## src/rtl/fir_out_serializer_if.sv

```systemverilog
// rtl/fir_out_serializer_if.sv - triple-in / serial-out port bundle for the FIR output serializer
interface fir_out_serializer_if #(
    parameter int NB = 7
);
    logic [NB-1:0] d_in_3k;
    logic [NB-1:0] d_in_3k_1;
    logic [NB-1:0] d_in_3k_2;
    logic          v_in;
    logic [NB-1:0] d_out;
    logic          v_out;
    logic          ovf;

    modport master (
        output d_in_3k,
        output d_in_3k_1,
        output d_in_3k_2,
        output v_in,
        input  d_out,
        input  v_out,
        input  ovf
    );

    modport slave (
        input  d_in_3k,
        input  d_in_3k_1,
        input  d_in_3k_2,
        input  v_in,
        output d_out,
        output v_out,
        output ovf
    );
endinterface

```

## src/rtl/fir_out_serializer.sv

```systemverilog
// rtl/fir_out_serializer.sv - two-triple buffer that serializes 3-parallel FIR outputs in time order
module fir_out_serializer #(
    parameter int NB    = 7,
    parameter int DEPTH = 2
) (
    input  logic                clk,
    input  logic                rst_n,
    fir_out_serializer_if.slave bus
);

    typedef enum logic [1:0] {
        PH_0 = 2'd0,
        PH_1 = 2'd1,
        PH_2 = 2'd2
    } phase_t;

    localparam logic [1:0] FULL = 2'(DEPTH);

    logic [NB-1:0] slot_3k   [2];
    logic [NB-1:0] slot_3k_1 [2];
    logic [NB-1:0] slot_3k_2 [2];

    logic          wp_q;
    logic          rp_q;
    logic [1:0]    count_q;
    logic [1:0]    count_d;
    phase_t        phase_q;
    phase_t        phase_d;

    logic [NB-1:0] d_out_q;
    logic          v_out_q;
    logic          ovf_q;

    logic          step;
    logic          pop;
    logic          push_ok;
    logic          drop;
    logic [NB-1:0] head;

    // A pop frees a slot on the same edge, so a full buffer can still accept.
    always_comb begin
        step    = (count_q != 2'd0);
        pop     = step && (phase_q == PH_2);
        push_ok = bus.v_in && ((count_q != FULL) || pop);
        drop    = bus.v_in && !push_ok;
        count_d = count_q + {1'b0, push_ok} - {1'b0, pop};
    end

    always_comb begin
        head = slot_3k[rp_q];
        unique case (phase_q)
            PH_1:    head = slot_3k_1[rp_q];
            PH_2:    head = slot_3k_2[rp_q];
            default: head = slot_3k[rp_q];
        endcase
    end

    always_comb begin
        phase_d = phase_q;
        if (!step) begin
            phase_d = PH_0;
        end else begin
            unique case (phase_q)
                PH_0:    phase_d = PH_1;
                PH_1:    phase_d = PH_2;
                default: phase_d = PH_0;
            endcase
        end
    end

    always_ff @(posedge clk or negedge rst_n) begin
        if (!rst_n) begin
            phase_q <= PH_0;
        end else begin
            phase_q <= phase_d;
        end
    end

    // Slot contents are don't-care after reset; only pointers and count matter.
    always_ff @(posedge clk) begin
        if (push_ok) begin
            slot_3k[wp_q]   <= bus.d_in_3k;
            slot_3k_1[wp_q] <= bus.d_in_3k_1;
            slot_3k_2[wp_q] <= bus.d_in_3k_2;
        end
    end

    always_ff @(posedge clk or negedge rst_n) begin
        if (!rst_n) begin
            wp_q    <= 1'b0;
            rp_q    <= 1'b0;
            count_q <= 2'd0;
            d_out_q <= '0;
            v_out_q <= 1'b0;
            ovf_q   <= 1'b0;
        end else begin
            count_q <= count_d;
            if (push_ok) begin
                wp_q <= ~wp_q;
            end
            if (pop) begin
                rp_q <= ~rp_q;
            end
            if (step) begin
                d_out_q <= head;
                v_out_q <= 1'b1;
            end else begin
                v_out_q <= 1'b0;
            end
            if (drop) begin
                ovf_q <= 1'b1;
            end
        end
    end

    assign bus.d_out = d_out_q;
    assign bus.v_out = v_out_q;
    assign bus.ovf   = ovf_q;

endmodule

```

## src/flat_wrapper.sv

```systemverilog
// flat-port wrapper written by rule: the top's interface ports become plain ports
module fir_out_serializer_flat 
#(
    parameter int NB    = 7,
    parameter int DEPTH = 2
)
  (clk, rst_n, bus_d_in_3k, bus_d_in_3k_1, bus_d_in_3k_2, bus_v_in, bus_d_out, bus_v_out, bus_ovf);
  fir_out_serializer_if #(.NB(NB)) bus_i ();
  input  logic clk;
  input  logic rst_n;
  input wire logic [$bits(bus_i.d_in_3k)-1:0] bus_d_in_3k;
  input wire logic [$bits(bus_i.d_in_3k_1)-1:0] bus_d_in_3k_1;
  input wire logic [$bits(bus_i.d_in_3k_2)-1:0] bus_d_in_3k_2;
  input wire logic [$bits(bus_i.v_in)-1:0] bus_v_in;
  output wire logic [$bits(bus_i.d_out)-1:0] bus_d_out;
  output wire logic [$bits(bus_i.v_out)-1:0] bus_v_out;
  output wire logic [$bits(bus_i.ovf)-1:0] bus_ovf;
  assign bus_i.d_in_3k = bus_d_in_3k;
  assign bus_i.d_in_3k_1 = bus_d_in_3k_1;
  assign bus_i.d_in_3k_2 = bus_d_in_3k_2;
  assign bus_i.v_in = bus_v_in;
  assign bus_d_out = bus_i.d_out;
  assign bus_v_out = bus_i.v_out;
  assign bus_ovf = bus_i.ovf;
  fir_out_serializer #(.NB(NB), .DEPTH(DEPTH)) u_core (.clk(clk), .rst_n(rst_n), .bus(bus_i));
endmodule
```

## config.mk

```make
export PLATFORM = sky130hd
export DESIGN_NAME = fir_out_serializer_flat
export DESIGN_NICKNAME = d
export VERILOG_FILES = /design/src/rtl/fir_out_serializer_if.sv /design/src/rtl/fir_out_serializer.sv /design/src/flat_wrapper.sv
export SDC_FILE = /design/constraint.sdc
export NUM_CORES = 1
export LEC_CHECK = 0
export ABC_CLOCK_PERIOD_IN_PS = 6900
export BUFFER_PORTS_ARGS = -buffer_cell sky130_fd_sc_hd__clkbuf_2
export CAP_MARGIN = 10
export CORE_MARGIN = 3
export CORE_UTILIZATION = 29
export DETAILED_ROUTE_END_ITERATION = 8
export HOLD_SLACK_MARGIN = 0.15
export PLACE_DENSITY = 0.52
export SYNTH_ARGS = -nofsm -noshare
export SYNTH_HDL_FRONTEND = slang
export SYNTH_SLANG_ARGS = --single-unit
```

## constraint.sdc

```tcl
create_clock -name clk -period 6.9 [get_ports clk]
set_input_delay 0.345 -clock clk [delete_from_list [all_inputs] [get_ports clk]]
set_output_delay 0.345 -clock clk [all_outputs]
set_load 0.01 [all_outputs]
```

==> results.md, run 1 <==
Hold path:
- The worst min-delay path category is input port to flip-flop.

Place:
- The number of placed instances, taps included is 266.
- The half-perimeter wire length of the detailed placement result is 2720 microns.
- Routability-driven placement finished with a final weighted congestion of 0.708.
- In this run the cell area measured after placement is 0.00260 sq mm.
- In this run the tool buffered the top-level ports with 32 buffer cells.

Logic synthesis:
- Yosys mapped the design onto 24 distinct sky130hd cell types.
- The top-area cell type share of the netlist area is 53.7%.
- Summing every instance area after synthesis gives 0.00235 sq mm.
- Yosys attributes the largest share of cell area to sky130_fd_sc_hd__edfxtp_1 54%, sky130_fd_sc_hd__dfrtp_1 16%, sky130_fd_sc_hd__mux2_2 5.8%.
- Counting flops and latches in the post-synthesis netlist gives 57.
- The gate count after technology mapping is 136.
- The number of warnings reported in the yosys synthesis log is 0.
- sky130_fd_sc_hd__edfxtp_1 takes more of the synthesized area than any other cell.
- The average footprint of a synthesized cell is 17.3 sq um.
- For this run, the register share of the synthesized area comes to 69.7%.
- Synthesis produced a netlist with a net count of 164.

Routing:
- After detailed routing, the number of vias per cell comes to 4.34.
- The detail route stage leaves a number of antenna-violating nets equal to 0.
- After the first detailed-routing iteration, the DRC count stood at 57.
- The detailed-route wire length per cell is 14.5 microns.
- The number of search-and-repair iterations in the first detailed-routing pass is 4.
- The wire length after detailed routing is 4110 microns.
- The count of vias placed by the detailed router is 1,233.
- In the routed design, unresolved DRC markers number 0.

Timing:
- In the finished design, the share of the clock period the worst path needs comes to 38.3%.
- The maximum clock frequency is 378 MHz.
- On the final layout, the worst clock skew is 6.70 ps.
- Setup violations remaining at the end of the flow were counted as 0.
- The max-slew violation count is 0.
- Adding up every negative setup slack in the final design gives 0 ps.
- The worst relative slew slack is 23.8%.
- At the pin with the least slew margin, the transition time is 1140 ps.
- The final period demand of the worst path is 2640 ps.
- Setup repair after global routing left no endpoint under its margin.
- The count of endpoints failing hold in the final timing report came to 0.

Final layout:
- The post-route core utilization is 35.9%.
- The post-synthesis to final-layout area growth is 19.2%.
- The fraction of layout instances using a drive strength above 1 is 41.8%.
- The finished cells cover 0.00280 sq mm.
- The repair_antennas step left the layout with diodes totalling 0.
- The total number of nets in the final design is 205.
- Leaving out filler cells and counting taps, the final layout contains 284.

Global routing:
- The wire length of the first global-routing pass is 6620 microns.
- The via count of the first global-routing pass is 1,301.
- Entering global routing, the biggest net connects 23 pins.
- The overall fraction of global-route tracks in use is 10.2%.
- The total overflow left after global routing is 0.
- The initial antenna violation count is 0.

Power and ir drop:
- Power spread over the standard cell area amounts to 449 mW/mm^2.
- The largest voltage drop on the vdd net is 0.114 mV.
- For this design the static power due to leakage is 1.08 nW.

Clock tree:
- In this run the clock root is driven by a sky130_fd_sc_hd__clkbuf_8.
- TritonCTS created 9 clock buffers.
- The post-cts gate resize count is 0.
- The number of hold buffers added after CTS was 1.
- After clock tree synthesis, the clock-pin slew on the worst setup and hold paths is 60 ps.
- The TritonCTS clock tree is built.
- Clock latency on the worst-skew pair, taken at its later pin, is 320 ps.
- The number of H-tree levels is 3.
- Post-CTS timing repair inserted 0 buffers for setup.
- The longest clock path from root to sink contains 2 buffers.
- The clock sink count is 57.

Critical path:
- The kind of critical path is flip-flop to flip-flop.
- The worst setup path is launched from a flip-flop.
- For the worst setup path, the data arrival time is 2580 ps.
- At the worst endpoint, the required time is 6830 ps.
- The capturing element type of the critical path is a flip-flop.
- Along the worst path, the maximum fanout reaches 21.

Floorplanning:
- The area enclosed by the die boundary is 0.00921 sq mm.
- The number of rows in the core area is 32.
- The starting utilization of the core area is 30.1%.
- The floorplan step defined a core boundary enclosing 0.00781 sq mm.
- The floorplan step set the die width to 96.0 microns.
- The vertical die dimension is 96.0 microns.
- The count of boundary I/O pins is 33.

Flow run:
- The number of max-capacitance violations reported is 0.

Outcome:
- The run finished with clean final reports.
-- critical path, cell delays in order (launching register included) --
cell and delay (ps):
sky130_fd_sc_hd__dfrtp_1 370, sky130_fd_sc_hd__inv_1 90, sky130_fd_sc_hd__ha_1 510, sky130_fd_sc_hd__nor3b_2 110
sky130_fd_sc_hd__nand2b_1 270, sky130_fd_sc_hd__nor2_2 900
-- cells in the final DEF, fill, tap and decap left out, types with 2 or more instances in the layout --
master,n
sky130_fd_sc_hd__xor2_1,2
sky130_fd_sc_hd__clkbuf_8,9
sky130_fd_sc_hd__a221oi_2,7
sky130_fd_sc_hd__clkinv_1,3
sky130_fd_sc_hd__nand2_1,7
sky130_fd_sc_hd__ha_1,4
sky130_fd_sc_hd__mux2_1,2
sky130_fd_sc_hd__mux2_2,12
sky130_fd_sc_hd__clkbuf_1,2
sky130_fd_sc_hd__dfrtp_1,15
sky130_fd_sc_hd__xnor2_1,3
sky130_fd_sc_hd__edfxtp_1,42
sky130_fd_sc_hd__mux2_4,7
sky130_fd_sc_hd__nor2_2,3
sky130_fd_sc_hd__o21ai_1,7
sky130_fd_sc_hd__and2_1,3
sky130_fd_sc_hd__o21ai_0,7
sky130_fd_sc_hd__inv_1,5
sky130_fd_sc_hd__clkbuf_2,32
-- registers in the layout, summed over array words and instances (netlist names) --
register,cells
u_core.bus.d_out,7
u_core.bus.ovf,1
u_core.bus.v_out,1
u_core.count_q,2
u_core.phase_q,2
u_core.rp_q,1
u_core.slot_3k,14
u_core.slot_3k_1,14
u_core.slot_3k_2,14
u_core.wp_q,1
-- power by group --
| part | switching, W | internal (W) | total [W] |
|---|---|---|---|
| Clock | 0.000120 | 0.000163 | 0.000283 |
| Combinational | 0.000245 | 0.000207 | 0.000452 |
| Sequential | 0.0000376 | 0.000484 | 0.000522 |
| Total | 0.000403 | 0.000854 | 0.00126 |
-- final cells by class --
| type | instances | area (sq um) |
|---|---|---|
| Multi-Input combinational cell | 68 | 629 |
| Sequential cell | 57 | 1640 |
| Clock inverter | 5 | 46.3 |
| Timing Repair Buffer | 35 | 193 |
| Tap cell | 102 | 128 |
| Fill cell | 777 | 5010 |
| Inverter | 6 | 36.3 |
| Clock buffer | 11 | 131 |
-- cells by family (layout without fill, tap and decap cells) --
kind of cell,after synthesis,count (layout),synth area share [%]
muxes,21,21,11.2
xor gates and xnor gates,5,5,1.87
and+or+nand+nor,16,16,3.62
AOI/OAI and AO/OA,22,22,7.78
buffers and inverters,11,57,3.73
DFF,57,57,69.7
adders and majority gates,4,4,2.13
-- synthesized netlist by cell type (all sizes together) --
cell           instances
a21o                   1
a221oi                 7
and2                   3
buf                    4
bufinv                 1
clkdlybuf4s18          1
dfrtp                 15
edfxtp                42
ha                     4
inv                    5
mux2                  21
nand2                  7
nand2b                 1
nor2                   3
nor3b                  2
o21ai                 14
xnor2                  3
xor2                   2
-- per-stage QoR --
step	power [W]	setup slack (ps)	hold slack, ps
final	0.00126	4260	208
after global placement	0.000982	4240	286
after CTS	0.00127	4190	188
after global routing	0.00135	3980	185
after detailed placement	0.000983	4230	288
after floorplan	0.000873	4590	49.4
-- final timing paths --
kind | slack (ps) | depth (start not counted) | to | from
max in group asynchronous | 6130 | 2 | u_core.phase_q[0]$_DFF_PN0_ | rst_n
max reg2reg | 4260 | 5 | u_core.slot_3k_1[0][6]$_DFFE_PP_ | u_core.phase_q[0]$_DFF_PN0_
min | 210 | 1 | u_core.slot_3k_2[1][2]$_DFFE_PP_ | bus_d_in_3k_2[2]
min in group asynchronous | 480 | 2 | u_core.count_q[1]$_DFF_PN0_ | rst_n
min reg2reg | 460 | 1 | u_core.bus.ovf$_DFFE_PN0P_ | u_core.bus.ovf$_DFFE_PN0P_
max | 4260 | 5 | u_core.slot_3k_1[0][6]$_DFFE_PP_ | u_core.phase_q[0]$_DFF_PN0_
-- layer usage --
| layer | up-vias | wire (microns) | GRT usage [%] |
|---|---|---|---|
| li1 | 592 | - | - |
| met1 | 615 | 1720 | 12.3 |
| met2 | 20 | 2140 | 15.9 |
| met5 | - | 0 | 0 |
| met3 | 6 | 167 | 3.36 |
| met4 | 0 | 82 | 6.04 |
Note: power is estimated with default switching activity, not from simulation.
==> run 2: changes to the inputs <==
Settings changed: ABC_CLOCK_PERIOD_IN_PS 6900 to 2100, PLACE_DENSITY 0.52 to 0.54.
Clock period 6.9 ns to 2.1 ns, I/O delays scaled along.
==> results.md, run 2 (synthesis gave the netlist of run 1 again) <==
Final layout:
- In the final layout, the registers with the most flip-flops are u_core.slot_3k x14, u_core.slot_3k_1 x14, u_core.slot_3k_2 x14.
- The total number of nets in the final design is 230 (+12%).
- The multi-input combinational cell area is 624 sq um (-0.80%).
- The library cells used most frequently in the layout, excluding fill and tap cells, are 42 x sky130_fd_sc_hd__edfxtp_1, 32 x sky130_fd_sc_hd__clkbuf_2, 23 x sky130_fd_sc_hd__dlygate4sd3_1.
- The post-synthesis to final-layout area growth is 29.9%.
- The library cell used most frequently in the layout, excluding fill and tap cells, is sky130_fd_sc_hd__edfxtp_1.
- The combined flip-flop and latch cell area is 0.00164 sq mm (unchanged).
- The fraction of layout instances using a drive strength above 1 is 38.6% (-3.1 points).
- The non-filler instance count after layout is 309 (+8.8%).
- The final antenna diode count was 0 (unchanged).
- The number of filler instances in the final layout is 753 (-3.1%).
- The post-route core utilization was 39.1% (+3.2 points).

Place:
- The number of placed instances, taps included was 270 (+1.5%).
- The half-perimeter wire length of the detailed placement result is 2830 microns (+4.3%).
- The worst slack at placement is 360 ps (-3870 ps).
- The placer's final routability congestion estimate is 0.685 (-3.3%).
- The number of input and output port buffers inserted is 32 (unchanged).

Timing:
- The final clock period utilization by the worst path is 81.3% (+43 points).
- The slew at the pin closest to its max-slew limit is 463 ps (-678 ps).
- The max-slew violation count came to 0 (unchanged).
- Setup repair after global routing left no endpoint under its margin.
- The final period demand of the worst path is 1710 ps (-936 ps).
- The maximum clock frequency came to 586 MHz (+55%).
- The final total negative setup slack is 0 ps (unchanged).
- The worst relative slew slack came to 69.1% (+45 points).
- The setup skew after layout is 4.56 ps (-2.14 ps).
- The final worst setup slack is 393 ps (-3860 ps).
- The count of endpoints failing hold in the final timing report was 0 (unchanged).
- The total of endpoints with negative setup slack in the final report is 0 (unchanged).

Clock tree:
- The total setup buffers inserted after CTS came to 0 (unchanged).
- The clock latency of the later-clocked register in the worst-skew pair is 320 ps (about the same).
- The number of H-tree levels is 3 (unchanged).
- The maximum buffer depth of the clock tree was 2 (unchanged).
- The clock sink count is 57 (unchanged).
- The TritonCTS clock tree is built.
- CTS placed an instance of sky130_fd_sc_hd__clkbuf_8 at the clock tree root.
- The clock edge transition at the registers on the reported setup and hold paths is 60 ps (about the same).
- The number of CTS-inserted buffers was 9 (unchanged).

Flow run:
- The number of max-capacitance violations reported is 0 (unchanged).

Routing:
- The number of DRC markers in iteration 0 is 46 (-19%).
- The post-detailed-route DRC marker count is 0 (unchanged).
- The number of search-and-repair iterations in the first detailed-routing pass is 4 (unchanged).
- The wire length after detailed routing came to 4290 microns (+4.4%).
- The detailed-route wire length per cell is 13.9 microns (-4.0%).
- The ratio of routed vias to standard cells was 4.28 (-1.5%).
- The count of vias placed by the detailed router came to 1,321 (+7.1%).
- The number of nets with antenna violations after detailed routing is 0 (unchanged).

Critical path:
- The register-to-register setup slack came to 390 ps (-3860 ps).
- The number of buffers and inverters on the critical path is 2 (+1).
- Grouping stages by cell kind, the critical path spends the most delay in simple AND/OR/NAND/NOR gates.
- The worst-path maximum fanout is 21 (unchanged).
- The critical path required time is 2100 ps (-4730 ps).
- The delay contributed by the slowest stage of the critical path came to 380 ps (-520 ps).
- The critical path goes through inv_1 -> ha_1 -> nor3b_2 -> nand2b_1 -> nor2_1 -> buf_4.
- The worst-path cell with the longest stage delay is sky130_fd_sc_hd__dfrtp_1.
- STA classifies the critical path endpoint as a flip-flop.
- The critical path data arrival time is 1710 ps (-870 ps).
- The kind of critical path is flip-flop to flip-flop.
- The element type at the critical path start is a flip-flop.

Floorplanning:
- The vertical die dimension is 96.0 microns (unchanged).
- The number of rows in the core area is 32 (unchanged).
- The starting utilization of the core area was 30.1% (unchanged).
- The area enclosed by the die boundary is 0.00921 sq mm (unchanged).
- The core area is 0.00781 sq mm (unchanged).
- The horizontal extent of the die came to 96.0 microns (unchanged).
- The count of boundary I/O pins is 33 (unchanged).

Power and ir drop:
- The largest voltage drop on the vdd net came to 0.380 mV (+230%).
- The power per cell area is 1380 mW/mm^2 (+210%).
- The static leakage is 1.19 nW (+10%).

Global routing:
- The overall fraction of global-route tracks in use is 10.4% (+0.19 points).
- The largest net degree at the start of global routing is 22 (-4.3%).
- The via count of the first global-routing pass was 1,378 (+5.9%).
- The total global routing overflow was 0 (unchanged).
- The initial antenna violation count is 0 (unchanged).
- The wire length of the first global-routing pass is 6840 microns (+3.4%).

Outcome:
- The run finished with clean final reports.

Hold path:
- In this run the worst hold path is classified as input port to asynchronous set/reset pin.
run 2: cell types whose count changed in the layout (fill, tap and decap cells not counted):
cell and delta:
sky130_fd_sc_hd__dlygate4sd3_1 +22, sky130_fd_sc_hd__clkinv_2 +1, sky130_fd_sc_hd__buf_4 +3, sky130_fd_sc_hd__clkbuf_1 -1
sky130_fd_sc_hd__clkinvlp_4 +2, sky130_fd_sc_hd__nor2_2 -2, sky130_fd_sc_hd__buf_12 +1, sky130_fd_sc_hd__buf_8 -1
sky130_fd_sc_hd__nor2_1 +2, sky130_fd_sc_hd__clkinv_1 -2
run 2: path summary, 6_finish.rpt:
check,end,cells past startpoint,startpoint
max,u_core.slot_3k_2[1][2]$_DFFE_PP_,6,u_core.phase_q[0]$_DFF_PN0_
max in group asynchronous,u_core.phase_q[0]$_DFF_PN0_,2,rst_n
min,u_core.bus.ovf$_DFFE_PN0P_,2,rst_n
min in group clk,u_core.bus.ovf$_DFFE_PN0P_,1,u_core.bus.ovf$_DFFE_PN0P_
max reg2reg,u_core.slot_3k_2[1][2]$_DFFE_PP_,6,u_core.phase_q[0]$_DFF_PN0_
min reg2reg,u_core.bus.ovf$_DFFE_PN0P_,1,u_core.bus.ovf$_DFFE_PN0P_
run 2: stage by stage:
step / power (W) / cell area (sq um) / hold WS (ps)
floorplan: 0.00287 / 2350 / -191
global placement: 0.00330 / 2640 / 47.4
detailed placement: 0.00330 / 2640 / 52.4
CTS: 0.00430 / 3050 / 224
global route: 0.00454 / 3050 / 262
finish: 0.00422 / 3050 / 235
run 2: worst reg2reg max path: cells and delay by family, from the launching register on:
family	cells	cell delay, ps
DFF	1	380
adders and majority gates	1	210
buffers and inverters	2	390
and+or+nand+nor	3	400
run 2: cell type report:
cell class	instances	area share [%]
clock inverter	6	1.93
tap	102	4.18
sequential	57	53.6
clock buffer	10	4.18
timing repair buffer	60	14.4
inverter	6	1.19
multi-input combinational	68	20.5
run 2: what timing repair did:
action,in CTS,in global routing
gates resized for setup,0,0
hold buffers,23,0
endpoints found under the hold margin,58,0
run 2: where the power goes:
| group | total [W] | leakage [nW] | internal, W | switching, W |
|---|---|---|---|---|
| registers | 0.00173 | 0.566 | 0.00159 | 0.000140 |
| logic | 0.00154 | 0.536 | 0.000746 | 0.000796 |
| clock network | 0.000951 | 0.0897 | 0.000539 | 0.000412 |
run 2: per-layer routing:
metal | share of wire (%) | vias to the layer above | GRT usage, %
met4 | 2.0 | 0 | 3.67
met1 | 43 | 640 | 12.4
met5 | 0 | - | 0
li1 | - | 641 | -
met2 | 50 | 32 | 16.7
met3 | 4.8 | 8 | 4.61
